**src/rtl/imm_gen_pipe.sv**
```systemverilog
// rtl/imm_gen_pipe.sv - pipelined RV immediate generator with valid/ready and illegal-opcode counter
module imm_gen_pipe #(
    parameter int XLEN   = 64,
    parameter int STAGES = 1
) (
    input  logic            clk,
    input  logic            reset,
    input  logic            flush,
    input  logic            in_valid,
    output logic            in_ready,
    input  logic [31:0]     instruction,
    output logic            out_valid,
    input  logic            out_ready,
    output logic [XLEN-1:0] imm_data,
    output logic [2:0]      imm_type,
    output logic            imm_illegal,
    output logic [15:0]     illegal_count
);

    logic            src_valid;
    logic [31:0]     src_instr;
    logic            b_valid;
    logic [XLEN-1:0] b_imm;
    logic [2:0]      b_type;
    logic            b_ill;
    logic            b_load;
    logic [XLEN-1:0] dec_imm;
    logic [2:0]      dec_type;
    logic            dec_ill;
    logic [6:0]      opcode;
    logic [2:0]      funct3;
    logic            is_shift;
    logic [15:0]     cnt_q;

    // Output slot accepts whenever it is empty or its content leaves this cycle.
    assign b_load = !b_valid || out_ready;

    generate
        if (STAGES == 2) begin : g_two
            logic        a_valid;
            logic [31:0] a_instr;
            logic        a_load;

            assign a_load   = !a_valid || b_load;
            assign in_ready = !reset && !flush && a_load;

            always_ff @(posedge clk or posedge reset) begin
                if (reset) begin
                    a_valid <= 1'b0;
                    a_instr <= '0;
                end else if (flush) begin
                    a_valid <= 1'b0;
                    a_instr <= '0;
                end else if (a_load) begin
                    a_valid <= in_valid;
                    if (in_valid) begin
                        a_instr <= instruction;
                    end
                end
            end

            assign src_valid = a_valid;
            assign src_instr = a_instr;
        end else begin : g_one
            assign in_ready  = !reset && !flush && b_load;
            assign src_valid = in_valid;
            assign src_instr = instruction;
        end
    endgenerate

    assign opcode   = src_instr[6:0];
    assign funct3   = src_instr[14:12];
    assign is_shift = (funct3 == 3'b001) || (funct3 == 3'b101);

    // Sign extension always comes from bit 31 via signed size casts; shamt is zero-extended.
    always_comb begin
        dec_imm  = '0;
        dec_type = 3'd0;
        dec_ill  = 1'b0;
        case (opcode)
            7'b0010011: begin
                dec_type = 3'd1;
                if (is_shift) begin
                    dec_imm = (XLEN == 64) ? XLEN'(src_instr[25:20]) : XLEN'(src_instr[24:20]);
                end else begin
                    dec_imm = XLEN'($signed(src_instr[31:20]));
                end
            end
            7'b0000011, 7'b1100111, 7'b1110011: begin
                dec_type = 3'd1;
                dec_imm  = XLEN'($signed(src_instr[31:20]));
            end
            7'b0011011: begin
                if (XLEN == 64) begin
                    dec_type = 3'd1;
                    if (is_shift) begin
                        dec_imm = XLEN'(src_instr[24:20]);
                    end else begin
                        dec_imm = XLEN'($signed(src_instr[31:20]));
                    end
                end else begin
                    dec_type = 3'd7;
                    dec_ill  = 1'b1;
                end
            end
            7'b0100011: begin
                dec_type = 3'd2;
                dec_imm  = XLEN'($signed({src_instr[31:25], src_instr[11:7]}));
            end
            7'b1100011: begin
                dec_type = 3'd3;
                dec_imm  = XLEN'($signed({src_instr[31], src_instr[7], src_instr[30:25],
                                          src_instr[11:8], 1'b0}));
            end
            7'b0110111, 7'b0010111: begin
                dec_type = 3'd4;
                dec_imm  = XLEN'($signed({src_instr[31:12], 12'b0}));
            end
            7'b1101111: begin
                dec_type = 3'd5;
                dec_imm  = XLEN'($signed({src_instr[31], src_instr[19:12], src_instr[20],
                                          src_instr[30:21], 1'b0}));
            end
            7'b0110011: begin
                dec_type = 3'd0;
            end
            7'b0111011: begin
                if (XLEN != 64) begin
                    dec_type = 3'd7;
                    dec_ill  = 1'b1;
                end
            end
            default: begin
                dec_type = 3'd7;
                dec_ill  = 1'b1;
            end
        endcase
    end

    always_ff @(posedge clk or posedge reset) begin
        if (reset) begin
            b_valid <= 1'b0;
            b_imm   <= '0;
            b_type  <= 3'd0;
            b_ill   <= 1'b0;
        end else if (flush) begin
            b_valid <= 1'b0;
            b_imm   <= '0;
            b_type  <= 3'd0;
            b_ill   <= 1'b0;
        end else if (b_load) begin
            b_valid <= src_valid;
            if (src_valid) begin
                b_imm  <= dec_imm;
                b_type <= dec_type;
                b_ill  <= dec_ill;
            end
        end
    end

    // Counts delivered illegals, including a handshake that coincides with flush.
    always_ff @(posedge clk or posedge reset) begin
        if (reset) begin
            cnt_q <= '0;
        end else if (b_valid && out_ready && b_ill && (cnt_q != 16'hFFFF)) begin
            cnt_q <= cnt_q + 16'd1;
        end
    end

    assign out_valid     = b_valid;
    assign imm_data      = b_imm;
    assign imm_type      = b_type;
    assign imm_illegal   = b_ill;
    assign illegal_count = cnt_q;

endmodule

```
**config.mk**
```make
export PLATFORM = sky130hd
export DESIGN_NAME = imm_gen_pipe
export DESIGN_NICKNAME = d
export VERILOG_FILES = /design/src/rtl/imm_gen_pipe.sv
export SDC_FILE = /design/constraint.sdc
export NUM_CORES = 1
export LEC_CHECK = 0
export BUFFER_PORTS_ARGS = -buffer_cell sky130_fd_sc_hd__buf_2
export CAP_MARGIN = 20
export CORE_UTILIZATION = 44
export DETAILED_ROUTE_END_ITERATION = 8
export PLACE_DENSITY_LB_ADDON = 0.3
export RECOVER_POWER = 50
export SETUP_SLACK_MARGIN = 0.1
export SYNTH_ARGS = -nofsm -noshare
export SYNTH_HDL_FRONTEND = slang
export SYNTH_SLANG_ARGS = --single-unit
```
**constraint.sdc**
```tcl
create_clock -name clk -period 4.2 [get_ports clk]
set_input_delay 0.84 -clock clk [delete_from_list [all_inputs] [get_ports clk]]
set_output_delay 0.84 -clock clk [all_outputs]
set_load 0.02 [all_outputs]
```
==> flow_metrics.py, run 1 <==
metrics = {
    "run_status": {
        "status": "finished with violations",
        "violations": "capacitance limit, slew limit",
    },
    "cts": {
        "clockBufferDepth": 2,
        "post_cts_resized": 0,
        "cts_root_buf": "clkbuf_8",
        "clkTransAtPathRegs_ps": 90,
        "cts_hold_buffers": 0,
        "post_cts_buffers": 0,
        "clk_latency_ps": 310,
        "cts_tree": "built",
        "cts_made_buffers": 5,
        "h-tree-depth": 2,
        "cts_sinks": 53,
    },
    "routing": {
        "drt_first_pass_iters": 4,
        "wire_per_inst_um": 15.0,
        "routed_wl_um": 6660,
        "first_iter_violations": 148,
        "post_drt_via_cell_ratio": 5.46,
        "ant_nets": 0,
        "route.detailed.drc": 0,
        "vias": 2417,
    },
    "run": {
        "drv_cap": 1,
    },
    "sta": {
        "hold_viol_final": 0,
        "fmax_mhz": 378,
        "final-setup-viol-count": 0,
        "worst_slew_pin_slew_ps": 1570,
        "tns_ps": 0,
        "setup_ws_ps": 1550,
        "fin_crit_sh_pct": 63.0,
        "slew_violations": 31,
        "slew_headroom_pct": -4.40,
        "fin_skew_ps": 2.89,
        "finalCriticalPeriod_ps": 2650,
        "rsz0062_at_grt": "false",
    },
    "setup_path": {
        "start_kind": "primary input",
        "critPathCaptureType": "asynchronous set/reset pin",
        "cp.required_ps": 4350,
        "cp.arrival_ps": 2800,
        "worstPathMaxFanout": 30,
        "critical_path_class": "in2async",
    },
    "placement": {
        "gp_congestion": 0.832,
        "pre_cts_ws_ps": 1500,
        "dp.final_hpwl_um": 4950,
        "io_buffers": 122,
        "postPlaceCellArea_um2": 3270,
    },
    "floorplanning": {
        "die_y_um": 82.7,
        "die_x_um": 82.7,
        "initial_core_util_pct": 45.4,
        "coreArea_um2": 6310,
        "io_pins": 123,
        "fp-row-count": 29,
        "die_area_um2": 6840,
    },
    "synthesis": {
        "ys_warn_count": 0,
        "synth_top_family_by_area": "compound AO/OA/AOI/OAI gates",
        "synth_mux_area_share_pct": 0.393,
        "synth_edf_count": 0,
        "ys_seq_area_share_pct": 46.3,
        "synth-simple-area-share_pct": 16.5,
        "synth_compound_area_share_pct": 20.6,
        "ys_ff_latch": 53,
        "ys.flop_type": "dfrtp_1",
        "syn_avg_cell_area_um2": 10.3,
        "syn_inst": 277,
        "synthAdderAreaFrac_pct": 0.437,
        "ys_types": 50,
        "syn_area_um2": 2860,
        "synthXorXnorAreaFrac_pct": 3.98,
        "synth_fp_nets": 315,
        "synthArstFlopShare_pct": 100,
    },
    "global_route": {
        "met3_usage_pct": 4.51,
        "met1_usage_pct": 26.4,
        "grt_pass1_wl_um": 10200,
        "grt-ovfl-total": 0,
        "use_met2_pct": 32.2,
        "grt_max_degree": 54,
        "grt_usage_pct": 19.9,
        "antenna_found_initial": 0,
        "busiest_layer": "met2",
        "grt_pass1_vias": 2111,
    },
    "layout": {
        "fin_area_um2": 3320,
        "antenna_cells": 0,
        "utilization_pct": 52.5,
        "area_delta_synth_final_pct": 15.8,
        "nets": 403,
        "drive_above_1_share_pct": 32.5,
        "num-fill-cells": 613,
    },
    "power_and_ir_drop": {
        "leakagePower_uw": 0.00169,
        "p_per_area_nw_per_um2": 301,
        "ir_drop_uv": 204,
        "total_power_uw": 998,
    },
    "min_path": {
        "hold_path.class": "reg2reg",
    },
}
==> synthesized netlist by cell type, types with 3 or more instances <==
cell,count,area [um2]
nor2_1,14,52.6
and3_1,7,43.8
or2_2,5,31.3
a21oi_2,3,26.3
xor2_1,5,43.8
o21ai_0,6,30.0
buf_4,33,248
xnor2_1,8,70.1
a22oi_1,4,30.0
nand2_1,17,63.8
nand4_1,7,43.8
a221o_1,11,110
a221o_2,10,113
o211ai_1,3,22.5
inv_1,8,30.0
a21oi_1,11,55.1
dfrtp_1,53,1330
nand2b_1,4,25.0
nand3_1,11,55.1
nor2b_1,5,31.3
a22o_1,6,52.6
buf_2,6,30.0
nor3_1,7,35.0
==> registers in the layout, summed over array words and instances, names as in the netlist <==
name	flops
imm_type	3
out_valid	1
illegal_count	16
imm_data	32
imm_illegal	1
==> critical path, stage by stage <==
cell	delay, ps
clkbuf_1	100
inv_1	640
clkbuf_1	1200
==> layer usage <==
layer | share of wire (%) | vias up
met2 | 48 | 84
met1 | 45 | 1166
met3 | 5.8 | 9
met5 | 0 | -
li1 | - | 1158
met4 | 1.5 | 0
==> cells in the final DEF, fill, tap and decap left out, drive strengths merged, types with 8 or more instances in the layout <==
master  Yosys  final
nand3      11     11
a21oi      14     14
inv         8      9
nand2      17     17
xnor2       8      8
a221o      21     21
nor2       14     14
dfrtp      53     53
clkbuf      2     42
buf        41     88
==> final timing paths <==
check	start	end	slack, ps	cells after the start
setup / recovery	reset	illegal_count[15]	1550	3
hold / removal	illegal_count[7]	illegal_count[7]	490	1
setup reg to reg	out_valid	imm_data[30]	2040	5
hold reg to reg	illegal_count[7]	illegal_count[7]	490	1
max in group clk	out_ready	in_ready	1770	4
min in group asynchronous	reset	illegal_count[9]	720	2
==> cell type report <==
class | count | area (um2) | area share, %
flip-flops and latches | 53 | 1330 | 40.0
multi-input cells | 173 | 1200 | 36.2
repair buffers | 124 | 578 | 17.4
well taps | 77 | 96.3 | 2.90
clock buffers | 6 | 72.6 | 2.19
inverters | 8 | 30.0 | 0.905
clock inverters | 2 | 13.8 | 0.415
==> logic make-up (layout without fill, tap and decap cells) <==
logic type / after synthesis / in the layout
AND/OR/NAND/NOR: 86 / 86
adder cells (fa/ha/maj): 1 / 1
buffers and inverters: 51 / 140
XOR/XNOR: 13 / 13
multiplexers: 1 / 1
AO/OA/AOI/OAI: 72 / 72
flip-flops: 53 / 53
==> metrics by stage <==
stage,hold slack (ps),instances
finish,485,443
global route,505,443
CTS,490,442
detailed placement,469,434
global placement,450,434
floorplan,575,277
==> power breakdown <==
part	total (uW)	switching (uW)	leakage, uW	internal [uW]
combinational	156	99.7	0.000914	56.8
clock	290	171	0.0000456	119
sequential	551	21.6	0.000725	529
Note: power is estimated with default switching activity, not from simulation.
==> run 2: changes to the inputs <==
--- a/config.mk
+++ b/config.mk
@@ -5,6 +5,7 @@
 export SDC_FILE = /design/constraint.sdc
 export NUM_CORES = 1
 export LEC_CHECK = 0
+export ABC_AREA = 1
 export BUFFER_PORTS_ARGS = -buffer_cell sky130_fd_sc_hd__buf_2
 export CAP_MARGIN = 20
 export CORE_UTILIZATION = 44
==> constraint.sdc (replaced) <==
create_clock -name clk -period 2.4 [get_ports clk]
set_input_delay 0.48 -clock clk [delete_from_list [all_inputs] [get_ports clk]]
set_output_delay 0.48 -clock clk [all_outputs]
set_load 0.02 [all_outputs]
==> flow_metrics.py, run 2 <==
metrics = {
    "cts": {
        "post_cts_buffers": 0,
        "cts_sinks": 53,
        "cts_made_buffers": 5,
        "clk_latency_ps": 310,
        "clkTransAtPathRegs_ps": 100,
        "cts_hold_buffers": 0,
        "h-tree-depth": 2,
        "cts_tree": "built",
        "post_cts_resized": 0,
        "clockBufferDepth": 2,
        "cts_root_buf": "clkbuf_8",
    },
    "floorplanning": {
        "initial_core_util_pct": 46.2,
        "io_pins": 123,
        "die_area_um2": 7560,
        "fp-row-count": 30,
        "coreArea_um2": 6870,
        "die_x_um": 87.0,
        "die_y_um": 87.0,
    },
    "placement": {
        "io_buffers": 122,
        "gp_congestion": 0.936,
        "dp.final_hpwl_um": 5720,
        "postPlaceCellArea_um2": 3640,
    },
    "synthesis": {
        "syn_inst": 433,
        "yosysTopAreaCell": "dfrtp_1",
        "ys_ff_latch": 53,
        "ys_seq_area_share_pct": 41.8,
        "yosys-top-cells-area": "dfrtp_1 42%, nand2_1 21%, buf_4 7.6%, nand3_1 5.2%, nor2_1 3.8%",
        "synth_commonest_cells": "178 x nand2_1, 53 x dfrtp_1, 33 x nand3_1",
        "syn_avg_cell_area_um2": 7.33,
        "synth_top_area_share_pct": 41.8,
        "ys.flop_type": "dfrtp_1",
        "ys_types": 29,
        "yosysMostFrequentCell": "nand2_1",
        "synthArstFlopShare_pct": 100,
        "syn_area_um2": 3180,
        "synth_edf_count": 0,
        "ys_warn_count": 0,
        "synth_fp_nets": 471,
    },
    "sta": {
        "slew_violations": 0,
        "fin_crit_sh_pct": 77.6,
        "rsz0062_at_grt": "false",
        "finalCriticalPeriod_ps": 1860,
        "slew_headroom_pct": 26.2,
        "fmax_mhz": 537,
        "worst_slew_pin_slew_ps": 1110,
        "final-setup-viol-count": 0,
        "fin_skew_ps": 3.86,
        "hold_viol_final": 0,
        "tns_ps": 0,
    },
    "layout": {
        "multiInputGateArea_um2": 1410,
        "final_common_cell": "nand2_1",
        "antenna_cells": 0,
        "layout_common_cells": "178 x nand2_1, 79 x buf_2, 53 x dfrtp_1",
        "nets": 560,
        "largest_reg_flops": 32,
        "ff_latch_area_um2": 1330,
        "area_delta_synth_final_pct": 16.2,
        "num-fill-cells": 718,
        "fin_area_um2": 3690,
        "drive_above_1_share_pct": 21.2,
    },
    "power_and_ir_drop": {
        "p_per_area_nw_per_um2": 527,
        "ir_drop_uv": 228,
        "leakagePower_uw": 0.00221,
    },
    "setup_path": {
        "cpMaxStageDelayCell": "dfrtp_1",
        "path_cells": "buf_2",
        "r2r-end": "illegal_count[10]",
        "r2r_slack_ps": 700,
        "cp.depth": 1,
        "cp.arrival_ps": 1380,
        "r2r_cells": 8,
        "rr_startpoint": "illegal_count[0]",
        "crit_family": "flip-flops",
        "max_stage_delay_ps": 780,
        "cp.required_ps": 1920,
        "critical_path_class": "reg2out",
        "start_kind": "register",
        "worstPathMaxFanout": 34,
        "critPathCaptureType": "output port",
        "path_buf_inv": 1,
    },
    "routing": {
        "post_drt_via_cell_ratio": 4.79,
        "route.detailed.drc": 0,
        "first_iter_violations": 257,
        "wire_per_inst_um": 12.4,
        "ant_nets": 0,
        "drt_first_pass_iters": 4,
        "vias": 2968,
        "routed_wl_um": 7700,
    },
    "global_route": {
        "antenna_found_initial": 0,
        "grt_max_degree": 45,
        "grt_pass1_vias": 2771,
        "grt_usage_pct": 21.5,
        "grt_pass1_wl_um": 12800,
        "grt-ovfl-total": 0,
    },
    "run": {
        "drv_cap": 0,
    },
    "run_status": {
        "status": "finished clean",
    },
    "min_path": {
        "hold_path.class": "in2async",
    },
}
run 2: cell count changes after synthesis, moves of 5 or more:
cell | before | now
inv_1 | 8 | 25
xor2_1 | 5 | 12
nor2b_1 | 5 | 0
xnor2_1 | 8 | 3
nand2_1 | 17 | 178
inv_2 | 0 | 5
a221o_1 | 11 | 0
nand3_1 | 11 | 33
and3_1 | 7 | 0
a221o_2 | 10 | 0
a22o_1 | 6 | 0
or2_2 | 5 | 0
nor2_1 | 14 | 32
run 2: power breakdown:
group | internal, uW | leakage [uW] | switching (uW)
registers | 936 | 0.000726 | 46.4
clock network | 341 | 0.0000585 | 299
logic | 101 | 0.00143 | 220
total | 1380 | 0.00221 | 565
run 2: how the worst max path moves through the flow:
| stage | end | slack, ps | from |
|---|---|---|---|
| final | imm_data[52] | 540 | imm_data[62] |
| after global routing | imm_data[37] | 350 | imm_data[62] |
| after CTS | imm_data[42] | 500 | imm_data[62] |
| after detailed placement | imm_data[30] | 390 | instruction[2] |
| after global placement | imm_data[11] | 450 | instruction[2] |
| after floorplan | illegal_count[0] | 630 | reset |
run 2: metal layers:
layer	share of wire [%]	routed length (um)	global-route usage, %
met1	45	3450	27.4
met5	0	0	0
met2	46	3580	36.1
met3	7.7	589	5.21
met4	1.1	88	6.36
run 2: cell families after synthesis:
group                    synth area share [%]
AND/OR/NAND/NOR                          37.0
buffers and inverters                    13.7
AO/OA/AOI/OAI                            2.99
flip-flops                               41.8
XOR/XNOR                                 4.14
adder cells (fa/ha/maj)                 0.394
run 2: metrics by stage:
step	std cells	power [uW]	utilization, %	worst slack (ps)	hold slack, ps
final	619	1940	53.7	539	124
after global routing	619	2030	53.7	351	141
after CTS	619	1970	54.7	499	85.1
after detailed placement	611	1330	53.0	389	428
after global placement	611	1320	53.0	445	425
after floorplan	433	1200	-	634	543
run 2: area by class of cell:
type                       count  area share (%)
timing repair buffer         126            16.2
clock inverter                 1           0.814
clock buffer                   7            2.34
tap                           96            3.26
multi-input combinational    305            38.3
inverter                      31            3.15
sequential                    53            35.9
run 2: worst register-to-register path: stages, from the launching register on:
cell	delay, ps
dfrtp_1	410
ha_1	240
nand3_1	150
nor3_2	210
nand3_2	120
nand2_4	190
inv_2	120
nand2_1	70
o21ai_0	80
==> run 3: changes to the inputs <==
==> constraint.sdc (replaced) <==
create_clock -name clk -period 1.6 [get_ports clk]
set_input_delay 0.32 -clock clk [delete_from_list [all_inputs] [get_ports clk]]
set_output_delay 0.32 -clock clk [all_outputs]
set_load 0.02 [all_outputs]
==> flow_metrics.py, run 3 (same netlist as run 2, synthesis figures left out) <==
metrics = {
    "run_status": {
        "status": "finished clean",
    },
    "global_route": {
        "grt-ovfl-total": 0,
        "grt_pass1_vias": 2882,
        "met1_usage_pct": 29.5,
        "antenna_found_initial": 0,
        "grt_usage_pct": 23.3,
        "use_met2_pct": 39.8,
        "grt_pass1_wl_um": 13600,
        "met3_usage_pct": 4.55,
        "grt_max_degree": 41,
        "busiest_layer": "met2",
    },
    "layout": {
        "final_common_cell": "nand2_1",
        "nets": 590,
        "largest_reg_flops": 32,
        "antenna_cells": 0,
        "drive_above_1_share_pct": 28.9,
        "fin_cells": 649,
        "layout_common_cells": "177 x nand2_1, 81 x buf_2, 47 x dfrtp_1",
        "area_delta_synth_final_pct": 26.6,
        "fin_area_um2": 4020,
    },
    "cts": {
        "cts_sinks": 53,
        "clk_latency_ps": 310,
        "clkTransAtPathRegs_ps": 100,
        "cts_made_buffers": 5,
        "cts_tree": "built",
        "clockBufferDepth": 2,
        "h-tree-depth": 2,
        "cts_root_buf": "clkbuf_8",
    },
    "setup_path": {
        "path_buf_inv": 2,
        "worstPathMaxFanout": 3,
        "cpMaxStageDelayCell": "dfrtp_1",
        "path_cells": "inv_1, nor2_1, nor3_2, buf_2",
        "critPathCaptureType": "output port",
        "cp.arrival_ps": 1120,
        "start_kind": "register",
        "crit_family": "flip-flops",
        "critical_path_class": "reg2out",
        "cp.required_ps": 1280,
        "max_stage_delay_ps": 380,
    },
    "routing": {
        "ant_nets": 0,
        "wire_per_inst_um": 12.7,
        "vias": 3109,
        "routed_wl_um": 8270,
        "first_iter_violations": 262,
        "route.detailed.drc": 0,
        "drt_first_pass_iters": 5,
        "post_drt_via_cell_ratio": 4.79,
    },
    "sta": {
        "fin_skew_ps": 4.10,
        "slew_headroom_pct": 49.2,
        "hold_viol_final": 0,
        "slew_violations": 0,
        "hold_slack_ps": 208,
        "fmax_mhz": 693,
        "rsz0062_at_grt": "false",
        "finalCriticalPeriod_ps": 1440,
        "setup_ws_ps": 158,
        "fin_crit_sh_pct": 90.1,
        "final-setup-viol-count": 0,
        "worst_slew_pin_slew_ps": 758,
    },
    "placement": {
        "postPlaceCellArea_um2": 3880,
        "placed_cells": 633,
        "io_buffers": 122,
        "gp_congestion": 0.914,
        "dp.final_hpwl_um": 6300,
        "pre_cts_ws_ps": -32.5,
    },
    "min_path": {
        "hold_path.class": "in2reg",
    },
    "floorplanning": {
        "die_area_um2": 7560,
        "fp-row-count": 30,
        "die_x_um": 87.0,
        "io_pins": 123,
        "coreArea_um2": 6870,
        "die_y_um": 87.0,
        "initial_core_util_pct": 46.2,
    },
    "run": {
        "drv_cap": 0,
    },
    "power_and_ir_drop": {
        "ir_drop_uv": 682,
        "leakagePower_uw": 0.00237,
        "p_per_area_nw_per_um2": 714,
    },
}
## run 3: cell count changes in the layout (fill, tap and decap cells not counted), moves of 3 or more
cell / delta
dfrtp_2: +6
clkbuf_1: -3
buf_4: +24
dfrtp_1: -6
nor3_1: -3
buf_12: +4
## run 3: timing repair
action | CTS | global route
cloned | 1 | 0
setup endpoints to repair | 39 | 76
hold buffers | 1 | 0
pin swaps | 1 | 2
hold endpoints to repair | 13 | 0
gates resized for setup | 2 | 13
buffers inserted | 3 | 3
## run 3: per-stage QoR
stage / util (%) / setup TNS [ps] / power, uW
after floorplan: - / 0 / 1840
after global placement: 56.5 / 0 / 2070
after detailed placement: 56.5 / -108 / 2070
after CTS: 58.5 / 0 / 2900
after global routing: 58.5 / 0 / 3020
final: 58.5 / 0 / 2870
## run 3: power by group
| part | internal, uW | total (uW) | switching (uW) |
|---|---|---|---|
| Combinational | 227 | 590 | 363 |
| Sequential | 1410 | 1480 | 67.8 |
| Clock | 320 | 800 | 480 |
## run 3: path summary, 6_finish.rpt
kind / depth (start not counted) / slack [ps] / end / start
max in group asynchronous: 4 / 330 / imm_data[62] / reset
worst max register to register: 7 / 180 / illegal_count[7] / illegal_count[1]
worst min register to register: 2 / 490 / imm_data[4] / imm_data[4]
worst min-delay path: 2 / 210 / out_valid / flush
worst max-delay path: 4 / 160 / in_ready / out_valid
min in group asynchronous: 3 / 640 / out_valid / reset
## run 3: worst reg2reg max path, stage by stage (launching register included)
cell,delay [ps]
dfrtp_2,400
ha_4,170
nand3_4,90
nor3_4,150
nand3_2,140
nand2_2,170
nor2_1,70
xor2_1,140
## run 3: metal layers
metal / routed length (um) / up-vias
met1: 3730 / 1433
met2: 3890 / 114
met4: 137 / 0
li1: - / 1550
met5: 0 / -
met3: 515 / 12
## run 3: final cells by class
class                      count  area, um2
clock buffer                   5       68.8
multi-input combinational    306       1470
clock inverter                 3       25.0
inverter                      31        124
tap                           96        120
timing repair buffer         155        876
fill                         664       2850
sequential                    53       1330
